[config.mk]
export PLATFORM = sky130hd
export DESIGN_NAME = store_buffer_flat
export DESIGN_NICKNAME = d
export VERILOG_FILES = /design/src/rtl/store_buffer_if.sv /design/src/rtl/store_buffer.sv /design/src/flat_wrapper.sv
export SDC_FILE = /design/constraint.sdc
export NUM_CORES = 1
export LEC_CHECK = 0
export ABC_AREA = 0
export CAP_MARGIN = 20
export CORE_MARGIN = 2
export CORE_UTILIZATION = 57
export CTS_CLUSTER_DIAMETER = 60
export DETAILED_ROUTE_END_ITERATION = 8
export PLACE_DENSITY = 0.81
export RECOVER_POWER = 100
export SLEW_MARGIN = 15
export SYNTH_ARGS = -nofsm -noshare
export SYNTH_HDL_FRONTEND = slang
export SYNTH_SLANG_ARGS = --single-unit
[constraint.sdc]
create_clock -name clk -period 9.05 [get_ports clk]
set_input_delay 1.3575 -clock clk [delete_from_list [all_inputs] [get_ports clk]]
set_output_delay 1.3575 -clock clk [all_outputs]
set_load 0.01 [all_outputs]
[src/rtl/store_buffer_if.sv]
// CPU-side and memory-side signal bundle for the store buffer.
interface store_buffer_if #(
  parameter int COUNT_W = 3
);
  logic               cpu_mem_read;
  logic               cpu_mem_write;
  logic [31:0]        cpu_address;
  logic [31:0]        cpu_write_data;
  logic [31:0]        cpu_read_data;
  logic               stall;
  logic               mem_read;
  logic               mem_write;
  logic [31:0]        mem_address;
  logic [31:0]        mem_write_data;
  logic [31:0]        mem_read_data;
  logic [COUNT_W-1:0] count;
  logic               empty;

  modport slave (
    input  cpu_mem_read, cpu_mem_write, cpu_address, cpu_write_data, mem_read_data,
    output cpu_read_data, stall, mem_read, mem_write, mem_address, mem_write_data,
           count, empty
  );

  modport master (
    output cpu_mem_read, cpu_mem_write, cpu_address, cpu_write_data, mem_read_data,
    input  cpu_read_data, stall, mem_read, mem_write, mem_address, mem_write_data,
           count, empty
  );
endinterface

[src/rtl/store_buffer.sv]
// Circular write buffer between the MEM stage and data memory: drains one store
// per cycle when no load owns the port, and forwards buffered data to loads.
module store_buffer #(
  parameter int DEPTH   = 4,
  parameter int COUNT_W = 3
) (
  input  logic          clk,
  input  logic          rstn,
  store_buffer_if.slave bus
);
  localparam int PTR_W = $clog2(DEPTH);

  logic [31:0]        addr_q [DEPTH];
  logic [31:0]        data_q [DEPTH];
  logic [PTR_W-1:0]   head_q, head_d;
  logic [PTR_W-1:0]   tail_q, tail_d;
  logic [COUNT_W-1:0] count_q, count_d;

  logic               full;
  logic               accept;
  logic               drain;
  logic               hit;
  logic [31:0]        fwd_data;
  logic [PTR_W-1:0]   idx;

  logic               stall_o;
  logic               mem_read_o;
  logic               mem_write_o;
  logic [31:0]        mem_address_o;
  logic [31:0]        mem_write_data_o;
  logic [31:0]        cpu_read_data_o;

  assign full   = (count_q == COUNT_W'(DEPTH));
  assign drain  = rstn && (count_q != '0) && !bus.cpu_mem_read;
  assign accept = rstn && bus.cpu_mem_write && !full;

  // Walk oldest to youngest so the last match wins.
  always_comb begin
    hit      = 1'b0;
    fwd_data = '0;
    idx      = head_q;
    for (int unsigned i = 0; i < DEPTH; i++) begin
      idx = head_q + PTR_W'(i);
      if ((i < 32'(count_q)) && (addr_q[idx] == bus.cpu_address)) begin
        hit      = 1'b1;
        fwd_data = data_q[idx];
      end
    end
  end

  always_comb begin
    stall_o          = 1'b0;
    mem_read_o       = 1'b0;
    mem_write_o      = 1'b0;
    mem_address_o    = '0;
    mem_write_data_o = '0;
    cpu_read_data_o  = '0;
    if (rstn) begin
      stall_o          = bus.cpu_mem_write && full;
      mem_read_o       = bus.cpu_mem_read;
      mem_write_o      = drain;
      mem_address_o    = drain ? addr_q[head_q] : bus.cpu_address;
      mem_write_data_o = drain ? data_q[head_q] : '0;
      if (bus.cpu_mem_read) begin
        cpu_read_data_o = hit ? fwd_data : bus.mem_read_data;
      end
    end
  end

  always_comb begin
    head_d  = head_q + PTR_W'(drain);
    tail_d  = tail_q + PTR_W'(accept);
    count_d = count_q + COUNT_W'(accept) - COUNT_W'(drain);
  end

  always_ff @(posedge clk) begin
    if (!rstn) begin
      head_q  <= '0;
      tail_q  <= '0;
      count_q <= '0;
    end else begin
      head_q  <= head_d;
      tail_q  <= tail_d;
      count_q <= count_d;
    end
  end

  always_ff @(posedge clk) begin
    if (accept) begin
      addr_q[tail_q] <= bus.cpu_address;
      data_q[tail_q] <= bus.cpu_write_data;
    end
  end

  assign bus.stall          = stall_o;
  assign bus.mem_read       = mem_read_o;
  assign bus.mem_write      = mem_write_o;
  assign bus.mem_address    = mem_address_o;
  assign bus.mem_write_data = mem_write_data_o;
  assign bus.cpu_read_data  = cpu_read_data_o;
  assign bus.count          = count_q;
  assign bus.empty          = (count_q == '0);
endmodule

[src/flat_wrapper.sv]
// flat-port wrapper written by rule: the top's interface ports become plain ports
module store_buffer_flat 
#(
  parameter int DEPTH   = 4,
  parameter int COUNT_W = 3
)
  (clk, rstn, bus_cpu_mem_read, bus_cpu_mem_write, bus_cpu_address, bus_cpu_write_data, bus_mem_read_data, bus_cpu_read_data, bus_stall, bus_mem_read, bus_mem_write, bus_mem_address, bus_mem_write_data, bus_count, bus_empty);
  store_buffer_if #(.COUNT_W(COUNT_W)) bus_i ();
  input  logic clk;
  input  logic rstn;
  input wire logic [$bits(bus_i.cpu_mem_read)-1:0] bus_cpu_mem_read;
  input wire logic [$bits(bus_i.cpu_mem_write)-1:0] bus_cpu_mem_write;
  input wire logic [$bits(bus_i.cpu_address)-1:0] bus_cpu_address;
  input wire logic [$bits(bus_i.cpu_write_data)-1:0] bus_cpu_write_data;
  input wire logic [$bits(bus_i.mem_read_data)-1:0] bus_mem_read_data;
  output wire logic [$bits(bus_i.cpu_read_data)-1:0] bus_cpu_read_data;
  output wire logic [$bits(bus_i.stall)-1:0] bus_stall;
  output wire logic [$bits(bus_i.mem_read)-1:0] bus_mem_read;
  output wire logic [$bits(bus_i.mem_write)-1:0] bus_mem_write;
  output wire logic [$bits(bus_i.mem_address)-1:0] bus_mem_address;
  output wire logic [$bits(bus_i.mem_write_data)-1:0] bus_mem_write_data;
  output wire logic [$bits(bus_i.count)-1:0] bus_count;
  output wire logic [$bits(bus_i.empty)-1:0] bus_empty;
  assign bus_i.cpu_mem_read = bus_cpu_mem_read;
  assign bus_i.cpu_mem_write = bus_cpu_mem_write;
  assign bus_i.cpu_address = bus_cpu_address;
  assign bus_i.cpu_write_data = bus_cpu_write_data;
  assign bus_i.mem_read_data = bus_mem_read_data;
  assign bus_cpu_read_data = bus_i.cpu_read_data;
  assign bus_stall = bus_i.stall;
  assign bus_mem_read = bus_i.mem_read;
  assign bus_mem_write = bus_i.mem_write;
  assign bus_mem_address = bus_i.mem_address;
  assign bus_mem_write_data = bus_i.mem_write_data;
  assign bus_count = bus_i.count;
  assign bus_empty = bus_i.empty;
  store_buffer #(.DEPTH(DEPTH), .COUNT_W(COUNT_W)) u_core (.clk(clk), .rstn(rstn), .bus(bus_i));
endmodule
# Word-level counts from Yosys, hierarchy flattened
# Memories as Yosys holds them, arrays and structs flattened. A register that Yosys moved wholly into a read port is not among the register bits.
# Cells that the tools add are included.
# classes
magnitude_cmp	4
n_mux	22
n_eq_ne	5
n_addsub	7
reduce_logical	13
# ops
operator	count
32-bit two-way mux	11
32-bit equality test	4
1-bit logical AND	9
1-bit two-way mux	9
1-bit by 3-bit < comparator with 1-bit output (first input constant)	2
2-bit by 3-bit < comparator with 1-bit output (first input constant)	2
2-bit by 1-bit adder with 2-bit output	2
2-bit adder (second input constant)	2
2-bit two-way mux	2
3-bit by 1-bit adder with 3-bit output	1
3-bit equality test (second input constant)	1
3-bit zero test	1
3-bit nonzero test	1
3-bit by 1-bit subtractor with 3-bit output	1
2-bit by 1-bit adder with 2-bit output (second input constant)	1
1-bit zero test	2
# word_totals
word_cells	56
ramBits	256
in_bits	100
mem_count	2
reg_bits	7
# memory_table
name	depth	width	rd	rd_clocked_by_memory_dff	wr	line	rtl
u_core.addr_q	4	32	4	1	1	store_buffer.sv:13	logic [31:0] addr_q [DEPTH];
u_core.data_q	4	32	4	1	1	store_buffer.sv:14	logic [31:0] data_q [DEPTH];

# Depth between registers and ports, before layout
# Gate-level depths: netlist of run 1.
# An unclocked memory read counts as a cell.
# depth
depth_word	10
ltp_mapped	17

# Least setup slack after synthesis of run 1
# OpenSTA, ideal clock, no wires.
# synth_path
path_type	input to register
start	in bus_cpu_mem_write
end	mem u_core.addr_q[1][0] (enable)
arrival_time_ns	6.175
setup_time_ns	0.578
path_buffers	0
cell_stages	2
slack_ns	2.297
path_cell_list	nand3_1 nor3b_1
# synth_via
elab_chain_len	4
# synth_lines
item	line	rtl
from (decl)	flat_wrapper.sv:12	input wire logic [$bits(bus_i.cpu_mem_write)-1:0] bus_cpu_mem_write;
1-bit logical AND (2 in series)	store_buffer.sv:35	assign accept = rstn && bus.cpu_mem_write && !full;
1-bit two-way mux	store_buffer.sv:89	if (accept) begin
1-bit two-way mux (not written as such)	store_buffer.sv:90	addr_q[tail_q] <= bus.cpu_address;
to (decl)	store_buffer.sv:13	
# No other way between the ends.

# Worst setup path in the final report of run 1
# layout_path
start	reg u_core.head_q[1]
end	out bus_cpu_read_data[2]
# layout_via
elab_chain_len	10
# layout_lines
item	line	rtl
from (decl)	store_buffer.sv:15	logic [PTR_W-1:0] head_q, head_d;
from (signal assigned)	store_buffer.sv:78	head_q <= '0;
from (signal assigned)	store_buffer.sv:82	head_q <= head_d;
2-bit by 1-bit adder with 2-bit output	store_buffer.sv:43	idx = head_q + PTR_W'(i);
memory 4 x 32 bit	--	
32-bit equality test	store_buffer.sv:44	if ((i < 32'(count_q)) && (addr_q[idx] == bus.cpu_address)) begin
1-bit logical AND	store_buffer.sv:44	
32-bit two-way mux or 1-bit two-way mux (tied branches) (3 in series)	store_buffer.sv:44	
32-bit two-way mux (*)	store_buffer.sv:65	cpu_read_data_o = hit ? fwd_data : bus.mem_read_data;
32-bit two-way mux (*)	store_buffer.sv:64	if (bus.cpu_mem_read) begin
32-bit two-way mux (*)	store_buffer.sv:58	if (rstn) begin
to (decl)	flat_wrapper.sv:16	output wire logic [$bits(bus_i.cpu_read_data)-1:0] bus_cpu_read_data;
# Mark *: on every way between the ends. The rest lies on a longest branch, timed or not.

==> metrics.txt, run 1 <==
PostCTS Resize Cnt=0; Nets=1,949; core region area=31,600 µm²; TritonCTS clock tree=built; Placement Cell Area=20,300 µm²; CP endpoint kind=primary output; total gr overflow=0; 1st-iter DRT viols=between 1,500 and 2,000; postcts setup bufs=0; Synth-to-Final Area Change=16.5%; H-Tree Depth=1; first-pass GRT wire length=84,900 µm; # clock sinks=263; WP data required=7.69 ns; Tmin final=8.15 ns; DRC violations left=0; Die X=183 µm; Synth area leaders=edfxtp_1 (42%), mux2i_1 (15%), mux2_2 (3.3%); Root Driver=clkbuf_16; Reg-to-Reg End=u_core.addr_q[3][18]; routability cong.=1.01; CP Launch Type=flip-flop; Reg clk slew, reported paths=0.06 ns; Initial DRT Pass Iterations=6; R2R setup slack=3.89 ns; Multi-input gate area=approximately 9500 µm²; largest net degree at the start of global routing=101; post-route design area=21,200 µm²; number of flops mapped to enable cells by yosys=256; Initial Util=roughly 58%; Final Max Tran Viols=347; share of cells above drive strength 1=10.5%; asr flop ratio synth=0%; maximum clock frequency=about 120 MHz; synthesized cell area=18,200 µm²; outcome=complete, but fails checks; Worst Tran Pin Value=4.79 ns; Synth area leader=edfxtp_1; RSZ-0062 raised after global routing=no; hold path startpoint=u_core.tail_q[1]; detailed placement HPWL=36,400 µm; post-layout total power=3.65 mW; Synth top cells by count=mux2i_1 (265), edfxtp_1 (256), nand2_1 (156); Worst VDD drop=approximately 170 µV; Yosys cell types=70; GRT Util Overall=between 30 and 40%; final setup margin=around 0.90 ns; Reg2Reg Depth=6; CP max FO=59; maxcap violations=6; vias in the first global route=14,500; post-route ant nets=0; Fin. Hold Viols=0; Slew HR=-220%; Die ar.=around 33,000 µm²; failing checks=max-capacitance violations, max-slew violations; gate count after technology mapping=1,737; clk_skew=0.0127 ns; routed via count=15,200; IO buf count=202; final setup violation count=0; Clock Latency Late Sink=0.57 ns; period utilisation layout=90.0%; Final Routed Wirelength=55,400 µm; CTS hold repair buffers=0; synthesized area per cell=10.5 µm²; Tightest Hold Check Type=reg2reg; most common cell in the netlist=mux2i_1; Ys Warns=0; Crit Path Class=reg2out; Routed WL per cell=24.4 µm; worst r2r src=u_core.bus.count[0]; filler cell count=2,367; FF/Latch Area=7830 µm²; io pins=about 200; std cell rows=65; Synth top area share=42.2%; power per cell area=172 nW/µm²; WP data arrival=around 6.8 ns; FF+latch count, synth=263; final core utilization=67.3%; Synthesized Nets=1,844; Most used DFF post-synth=edfxtp_1; Sum Neg Setup Slack=0 ns; CTS Buffer Depth=3; hold depth=2; Die H=183 µm; Min-Delay Endpoint=u_core.tail_q[1]; register area share after synthesis=approximately 43%; CTS Buf Count=30; antenna violations before repair=11; drt via density=6.69; pre-CTS setup slack=1.67 ns; leakage dissipation=7.13 nW
## through the flow
| step | hold WS (ns) | std cells |
|---|---|---|
| 2_1_floorplan | 0.552 | 1737 |
| 3_3_place_gp | 0.616 | 2209 |
| 3_5_place_dp | 0.656 | 2210 |
| 4_1_cts | 0.670 | 2266 |
| 5_1_grt | 0.677 | 2274 |
| 6_report | 0.640 | 2275 |
## layer usage
| layer | vias to the layer above | GRT usage (%) | part of all wire, % |
|---|---|---|---|
| met5 | - | 0 | 0.070 |
| met2 | 888 | 52.5 | 46 |
| li1 | 6820 | - | - |
| met3 | 138 | 6.14 | 10 |
| met1 | 7366 | 45.3 | 41 |
| met4 | 6 | 9.63 | 3.0 |
## cell usage in the layout (no fill, tap or decap), types with 6 or more instances in the layout
master	Yosys	routed
nor4_1	12	12
nand3_1	34	34
mux2i_1	265	265
nand2_1	156	156
nor2_1	145	143
a2bb2oi_1	6	6
clkdlybuf4s50_1	0	67
dlygate4sd3_1	0	135
buf_4	9	18
o21ai_0	62	62
diode_2	0	7
xnor2_1	57	57
clkbuf_1	68	10
a221oi_2	30	30
o22ai_1	11	11
and3_1	40	40
o31ai_1	33	33
a211oi_1	7	7
clkbuf_16	0	30
nand4_1	40	40
a21oi_1	91	91
o2111ai_1	8	8
a22oi_1	8	8
o21ai_1	33	33
clkinv_2	0	6
edfxtp_1	256	256
mux2_2	53	53
nor3_1	37	36
mux4_2	22	22
xor2_1	41	41
inv_1	21	21
ha_1	6	6
o221ai_1	10	10
## kinds of logic after synthesis
logic type	synth area share [%]
XOR/XNOR	4.71
flip-flops	42.9
multiplexers	20.9
adder cells (fa/ha/maj)	0.522
AND/OR/NAND/NOR	12.6
AO/OA/AOI/OAI	13.4
buffers and inverters	4.96
## flip-flops by register name, indices dropped and copies added (netlist names)
| register | count |
|---|---|
| u_core.addr_q | 128 |
| u_core.data_q | 128 |
| u_core.bus.count | 3 |
| u_core.head_q | 2 |
| u_core.tail_q | 2 |
## layout make-up
class	instances	area share (%)
repair buffers	232	10.7
multi-input cells	1292	44.9
well taps	402	2.37
clock buffers	33	3.59
inverters	23	0.430
diodes	7	0.0825
flip-flops and latches	263	36.9
clock inverters	23	0.996
## worst max-delay path by stage
stage	startpoint	end	cells past startpoint
3_5_place_dp	bus_cpu_address[10]	bus_cpu_read_data[23]	11
5_1_grt	u_core.head_q[1]	bus_cpu_read_data[14]	14
3_3_place_gp	bus_cpu_address[10]	bus_cpu_read_data[2]	11
2_1_floorplan	bus_cpu_mem_write	u_core.addr_q[1][0]	2
4_1_cts	u_core.head_q[1]	bus_cpu_read_data[22]	13
6_report	u_core.head_q[1]	bus_cpu_read_data[2]	12
## power breakdown
group | total (mW) | leakage, nW | switching, mW | internal (mW)
logic | 0.998 | 4.29 | 0.611 | 0.387
clock network | 1.20 | 0.468 | 0.524 | 0.673
registers | 1.46 | 2.38 | 0.0531 | 1.40
## critical path, stage by stage, from the launching register on
cell and delay, ns:
dfxtp_2 1.50, buf_12 0.42, mux2i_1 0.61, o21ai_0 0.37, or4_1 0.67, a2111oi_4 0.31
buf_4 0.45, and2_0 0.23, buf_4 0.41, o31ai_1 0.18, a221oi_2 0.37, a21oi_1 0.12
clkdlybuf4s50_1 0.49
Note: power is estimated with default switching activity, not from simulation.
==> run 2, diff against run 1 <==
Settings changed: CORE_UTILIZATION 57 to 40, PLACE_DENSITY 0.81 to default.
Clock period 9.05 ns to 7.9 ns, I/O delays scaled along.
==> run 2 against run 1 <==
The flow still finishes with violations (max-capacitance violations, max-slew violations). Register-to-register slack worse by 1.7 ns. Critical endpoint is now bus_cpu_read_data[16]. Largest cell class unchanged. Cell count rose by 9.2%. Critical path type is now in2out. Total power increased by 19%.
==> metrics.txt, run 2 (synthesis gave the netlist of run 1 again) <==
crit path max-delay cell type=and2_0; Clock Latency Late Sink=0.55 ns; Critical Path Most Common Cell=dlygate4sd3_1; io pins=203; CTS Buf Count=35; 1st-iter DRT viols=1,542; TritonCTS clock tree=built; Final Max Tran Viols=249; hold_ws=around 0.63 ns; clk_skew=0.00977 ns; Seq pwr share=38.0%; routed via count=between 10,000 and 15,000; slowest stage delay, CP=just over 0.9 ns; antenna violations before repair=10; Reg clk slew, reported paths=0.05 ns; std cell rows=78; Root Driver=clkbuf_16; switching power total=around 1.4 mW; final setup margin=0.741 ns; Nets=roughly 2,000; Sum Neg Setup Slack=0 ns; Die H=approximately 220 µm; DRC violations left=0; Synth-to-Final Area Change=18.5%; Initial DRT Pass Iterations=6; IO buf count=around 200; Tightest Hold Check Type=reg2reg; Die X=217 µm; pre-CTS setup slack=1.39 ns; largest net degree at the start of global routing=118; R2R setup slack=2.18 ns; Crit Path Class=in2out; critical path's top delay family=buffers and inverters; RSZ-0062 raised after global routing=no; Tmin final=7.16 ns; Reg-to-Reg End=u_core.addr_q[2][18]; period utilisation layout=90.6%; CP cell instances=dlygate4sd3_1 > clkbuf_1 > o21ai_0 > or4_1 > a2111oi_4 > and2_0 > a2111o_2 > buf_12 > o21ai_1 > a21oi_1 > dlygate4sd3_1; drt via density=around 6.0; hold path startpoint=u_core.tail_q[1]; met3 WL=around 4800 µm; GRT Util Overall=25.2%; post-route design area=approximately 22,000 µm²; # clock sinks=between 200 and 300; CP endpoint kind=primary output; failing checks=max-capacitance violations, max-slew violations; Sw Share=about a third; core region area=45,200 µm²; Post-Route M1 WL=26,000 µm; Top Layer Used=met5; Reg2Reg Depth=7; met2 routed WL=28,000 µm; share of cells above drive strength 1=10.2%; commonest non-fill, non-tap cell in the layout=mux2i_1; Fin. Hold Viols=0; most frequent cells in the layout=mux2i_1 (265), edfxtp_1 (256), nand2_1 (156); H-Tree Depth=2; Min-Delay Endpoint=u_core.tail_q[1]; clock share of power=34.9%; WP data required=between 6 and 7 ns; Worst Tran Pin Value=3.65 ns; post-route ant nets=0; power per cell area=201 nW/µm²; Comb power frac=27.1%; worst r2r src=u_core.bus.count[0]; PostCTS Resize Cnt=0; Placement Cell Area=20,600 µm²; routability cong.=0.972; postcts setup bufs=0; Initial Util=around two fifths; Worst VDD drop=166 µV; Pint=2.95 mW; final setup violation count=0; Bufs and invs on worst path=4; Routed WL per cell=about 24 µm; WP data arrival=5.97 ns; outcome=complete, but fails checks; Final Routed Wirelength=60,800 µm; vias in the first global route=14,600; maxcap violations=6; CP max FO=between 60 and 70; CP Launch Type=primary input; Slew HR=-143%; hold depth=2; CTS Buffer Depth=3; detailed placement HPWL=40,600 µm; Die ar.=47,300 µm²; CTS hold repair buffers=0; leakage dissipation=7.23 nW; total gr overflow=0; first-pass GRT wire length=about 91,000 µm; maximum clock frequency=140 MHz
==> run 2: cell type report <==
cell class | count | area (µm²)
Fill cell | 4172 | 23600
Clock inverter | 19 | 170
Clock buffer | 42 | 923
Inverter | 23 | 91.3
Multi-Input combinational cell | 1292 | 9490
Timing Repair Buffer | 240 | 2330
Antenna cell | 6 | 15.0
Tap cell | 600 | 751
Sequential cell | 263 | 7840
==> run 2: per-layer routing <==
layer	up-vias	GRT usage, %
met3	125	6.08
li1	6833	-
met1	7397	33.6
met2	624	40.0
met4	8	9.06
met5	-	0
==> run 2: power by group through the flow <==
stage	clock (mW)	sequential, mW	combinational [mW]
after global routing	1.60	1.66	1.27
after floorplan	0	1.66	0.739
after global placement	0	1.67	1.19
after detailed placement	0	1.67	1.20
final	1.52	1.65	1.18
after CTS	1.55	1.64	1.21
==> run 2: how the worst max path moves through the flow <==
stage | startpoint | endpoint | slack, ns | cells after the start
floorplan | bus_cpu_mem_write | u_core.addr_q[1][0] | 1.32 | 2
detailed placement | bus_cpu_address[1] | bus_cpu_read_data[11] | 1.39 | 12
finish | bus_cpu_address[25] | bus_cpu_read_data[16] | 0.74 | 11
CTS | u_core.head_q[1] | bus_cpu_read_data[16] | 1.23 | 12
global route | bus_cpu_address[25] | bus_cpu_read_data[16] | 0.49 | 11
global placement | bus_cpu_address[1] | bus_cpu_read_data[11] | 1.33 | 12
==> run 2: worst register-to-register path, cell delays in order (launching register included) <==
cell,delay (ns)
dfxtp_1,0.48
nor2_1,0.09
nand2_1,0.09
nand3_1,0.14
inv_1,0.17
nand2_1,0.07
nor2_1,1.48
clkbuf_1,2.68
==> run 2: through the flow <==
stage | instances | power [mW] | utilization [%]
after detailed placement | 2418 | 2.87 | 45.6
after global routing | 2484 | 4.53 | 47.8
after global placement | 2418 | 2.86 | 45.6
final | 2485 | 4.34 | 47.8
after floorplan | 1737 | 2.40 | -
after CTS | 2479 | 4.40 | 48.0
==> run 3, diff against run 2 <==
Settings changed: CTS_CLUSTER_DIAMETER 60 to 200.
==> run 3 against run 2 <==
The flow still finishes with violations (max-capacitance violations, max-slew violations). Fmax decreased by 0.80%. Clock power shrank 7%. Design area down 0.46%. Non-clock buffer count unchanged. Hold slack improved by 0.0028 ns. Sequential cell count is the same. Register-to-register slack improved by 0.03 ns. Via count fell by 0.63%. Worst setup slack got worse by 0.057 ns. Sequential share of layout area increased by 0.17 points. Global-route usage down 0.23 points. Highest routed layer unchanged.
==> metrics.txt, run 3 (synthesis gave the netlist of run 1 again) <==
routed via count=around 15,000; CP Launch Type=primary input; share of cells above drive strength 1=10.0%; antenna violations before repair=11; Die X=217 µm; critical path's top delay family=buffers and inverters; Reg2Reg Depth=7; Sw Share=32.5%; Tightest Hold Check Type=reg2reg; Comb power frac=27.8%; final setup margin=0.683 ns; slowest stage delay, CP=0.94 ns; CTS Buf Count=31; period utilisation layout=between 90% and 100%; Slew HR=-147%; final core utilization=47.6%; crit path max-delay cell type=and2_0; maximum clock frequency=139 MHz; total gr overflow=0; Worst Tran Pin Value=3.70 ns; CP max FO=64; outcome=complete, but fails checks; routability cong.=just under 1; R2R setup slack=2.21 ns; RSZ-0062 raised after global routing=no; CP endpoint kind=primary output; filler cell count=roughly 4,200; Multi-input gate area=9490 µm²; clock share of power=33.3%; Root Driver=clkbuf_16; post-layout total power=4.23 mW; Routed WL per cell=24.4 µm; io pins=203; worst r2r src=u_core.bus.count[0]; CP cell instances=dlygate4sd3_1 > clkbuf_1 > o21ai_0 > or4_1 > a2111oi_4 > and2_0 > a2111o_2 > buf_12 > o21ai_1 > a21oi_1 > dlygate4sd3_1; Pint=2.86 mW; std cell rows=approximately 80; 1st-iter DRT viols=between 1,000 and 1,500; WP data required=6.71 ns; Reg clk slew, reported paths=~0.060 ns; detailed placement HPWL=between 40,000 and 50,000 µm; PostCTS Resize Cnt=0; Final Routed Wirelength=60,600 µm; Reg-to-Reg End=u_core.data_q[2][8]; Tmin final=around 7.2 ns; vias in the first global route=around 15,000; most frequent cells in the layout=mux2i_1 (265), edfxtp_1 (256), nand2_1 (156); IO buf count=~200; FF/Latch Area=7840 µm²; post-route ant nets=0; WP data arrival=6.03 ns; clk_skew=0.0157 ns; H-Tree Depth=1; postcts setup bufs=0; leakage dissipation=7.18 nW; # clock sinks=263; Die H=217 µm; hold depth=2; failing checks=max-capacitance violations, max-slew violations; Initial Util=40.3%; Synth-to-Final Area Change=18.0%; final setup violation count=0; Initial DRT Pass Iterations=6; hold_ws=0.636 ns; Fin. Hold Viols=0; maxcap violations=6; first-pass GRT wire length=90,200 µm; core region area=~45,000 µm²; Die ar.=47,300 µm²; Sum Neg Setup Slack=0 ns; Crit Path Class=in2out; GRT Util Overall=25.0%; CTS Buffer Depth=3; Worst VDD drop=175 µV; CTS hold repair buffers=0; Critical Path Most Common Cell=dlygate4sd3_1; Nets=1,958; TritonCTS clock tree=built; Final Max Tran Viols=around 250; hold path startpoint=u_core.tail_q[1]; power per cell area=roughly 200 nW/µm²; pre-CTS setup slack=around 1.4 ns; DRC violations left=0; commonest non-fill, non-tap cell in the layout=mux2i_1; largest net degree at the start of global routing=around 120; Min-Delay Endpoint=u_core.tail_q[1]; Seq pwr share=between 30% and 40%; drt via density=6.00; Bufs and invs on worst path=4; switching power total=1.37 mW; Clock Latency Late Sink=0.61 ns
[run 3: changes by cell type in the layout (fill, tap and decap cells not counted), sizes merged]
cell	change
inv	-1
clkinvlp	+1
clkbuf	-10
clkinv	+5
clkdlybuf4s50	+1
diode	+1
dlygate4sd3	-1
bufinv	+1
[run 3: worst register-to-register path, cell delays in order, from the launching register on]
cell      delay, ns
dfxtp_1        0.48
nor2_1         0.09
nand2_1        0.09
nand3_1        0.14
inv_1          0.17
nand2_1        0.07
nor2_1         1.48
clkbuf_1       2.67
[run 3: area by class of cell]
type / instances / share of cell area, %
inverter: 23 / 0.425
clock buffer: 32 / 3.63
multi-input combinational: 1292 / 44.1
timing repair buffer: 240 / 10.8
antenna: 7 / 0.0815
sequential: 263 / 36.4
tap: 600 / 3.49
clock inverter: 25 / 0.983
[run 3: how the worst max path moves through the flow]
stage	slack, ns	end	cells after the start	startpoint
2_1_floorplan	1.32	u_core.addr_q[1][0]	2	bus_cpu_mem_write
3_3_place_gp	1.33	bus_cpu_read_data[11]	12	bus_cpu_address[1]
3_5_place_dp	1.39	bus_cpu_read_data[11]	12	bus_cpu_address[1]
4_1_cts	1.19	bus_cpu_read_data[16]	12	u_core.head_q[1]
5_1_grt	0.49	bus_cpu_read_data[16]	11	bus_cpu_address[25]
6_report	0.68	bus_cpu_read_data[16]	11	bus_cpu_address[25]
[run 3: power by group through the flow]
stage | combinational (mW) | clock, mW | sequential, mW
floorplan | 0.739 | 0 | 1.66
CTS | 1.21 | 1.43 | 1.64
global route | 1.27 | 1.49 | 1.66
global placement | 1.19 | 0 | 1.67
finish | 1.18 | 1.41 | 1.65
detailed placement | 1.20 | 0 | 1.67
[run 3: through the flow]
stage          instance area (µm²)  instances
2_1_floorplan                18200       1737
3_3_place_gp                 20600       2418
3_5_place_dp                 20600       2418
4_1_cts                      21600       2475
5_1_grt                      21500       2481
6_report                     21500       2482
[run 3: per-layer routing]
metal	global-route usage, %	up-vias	wire length [µm]
li1	-	6823	-
met1	33.7	7341	26000
met2	39.7	601	28000
met3	5.58	119	4650
met4	8.65	8	1830
met5	0	-	53
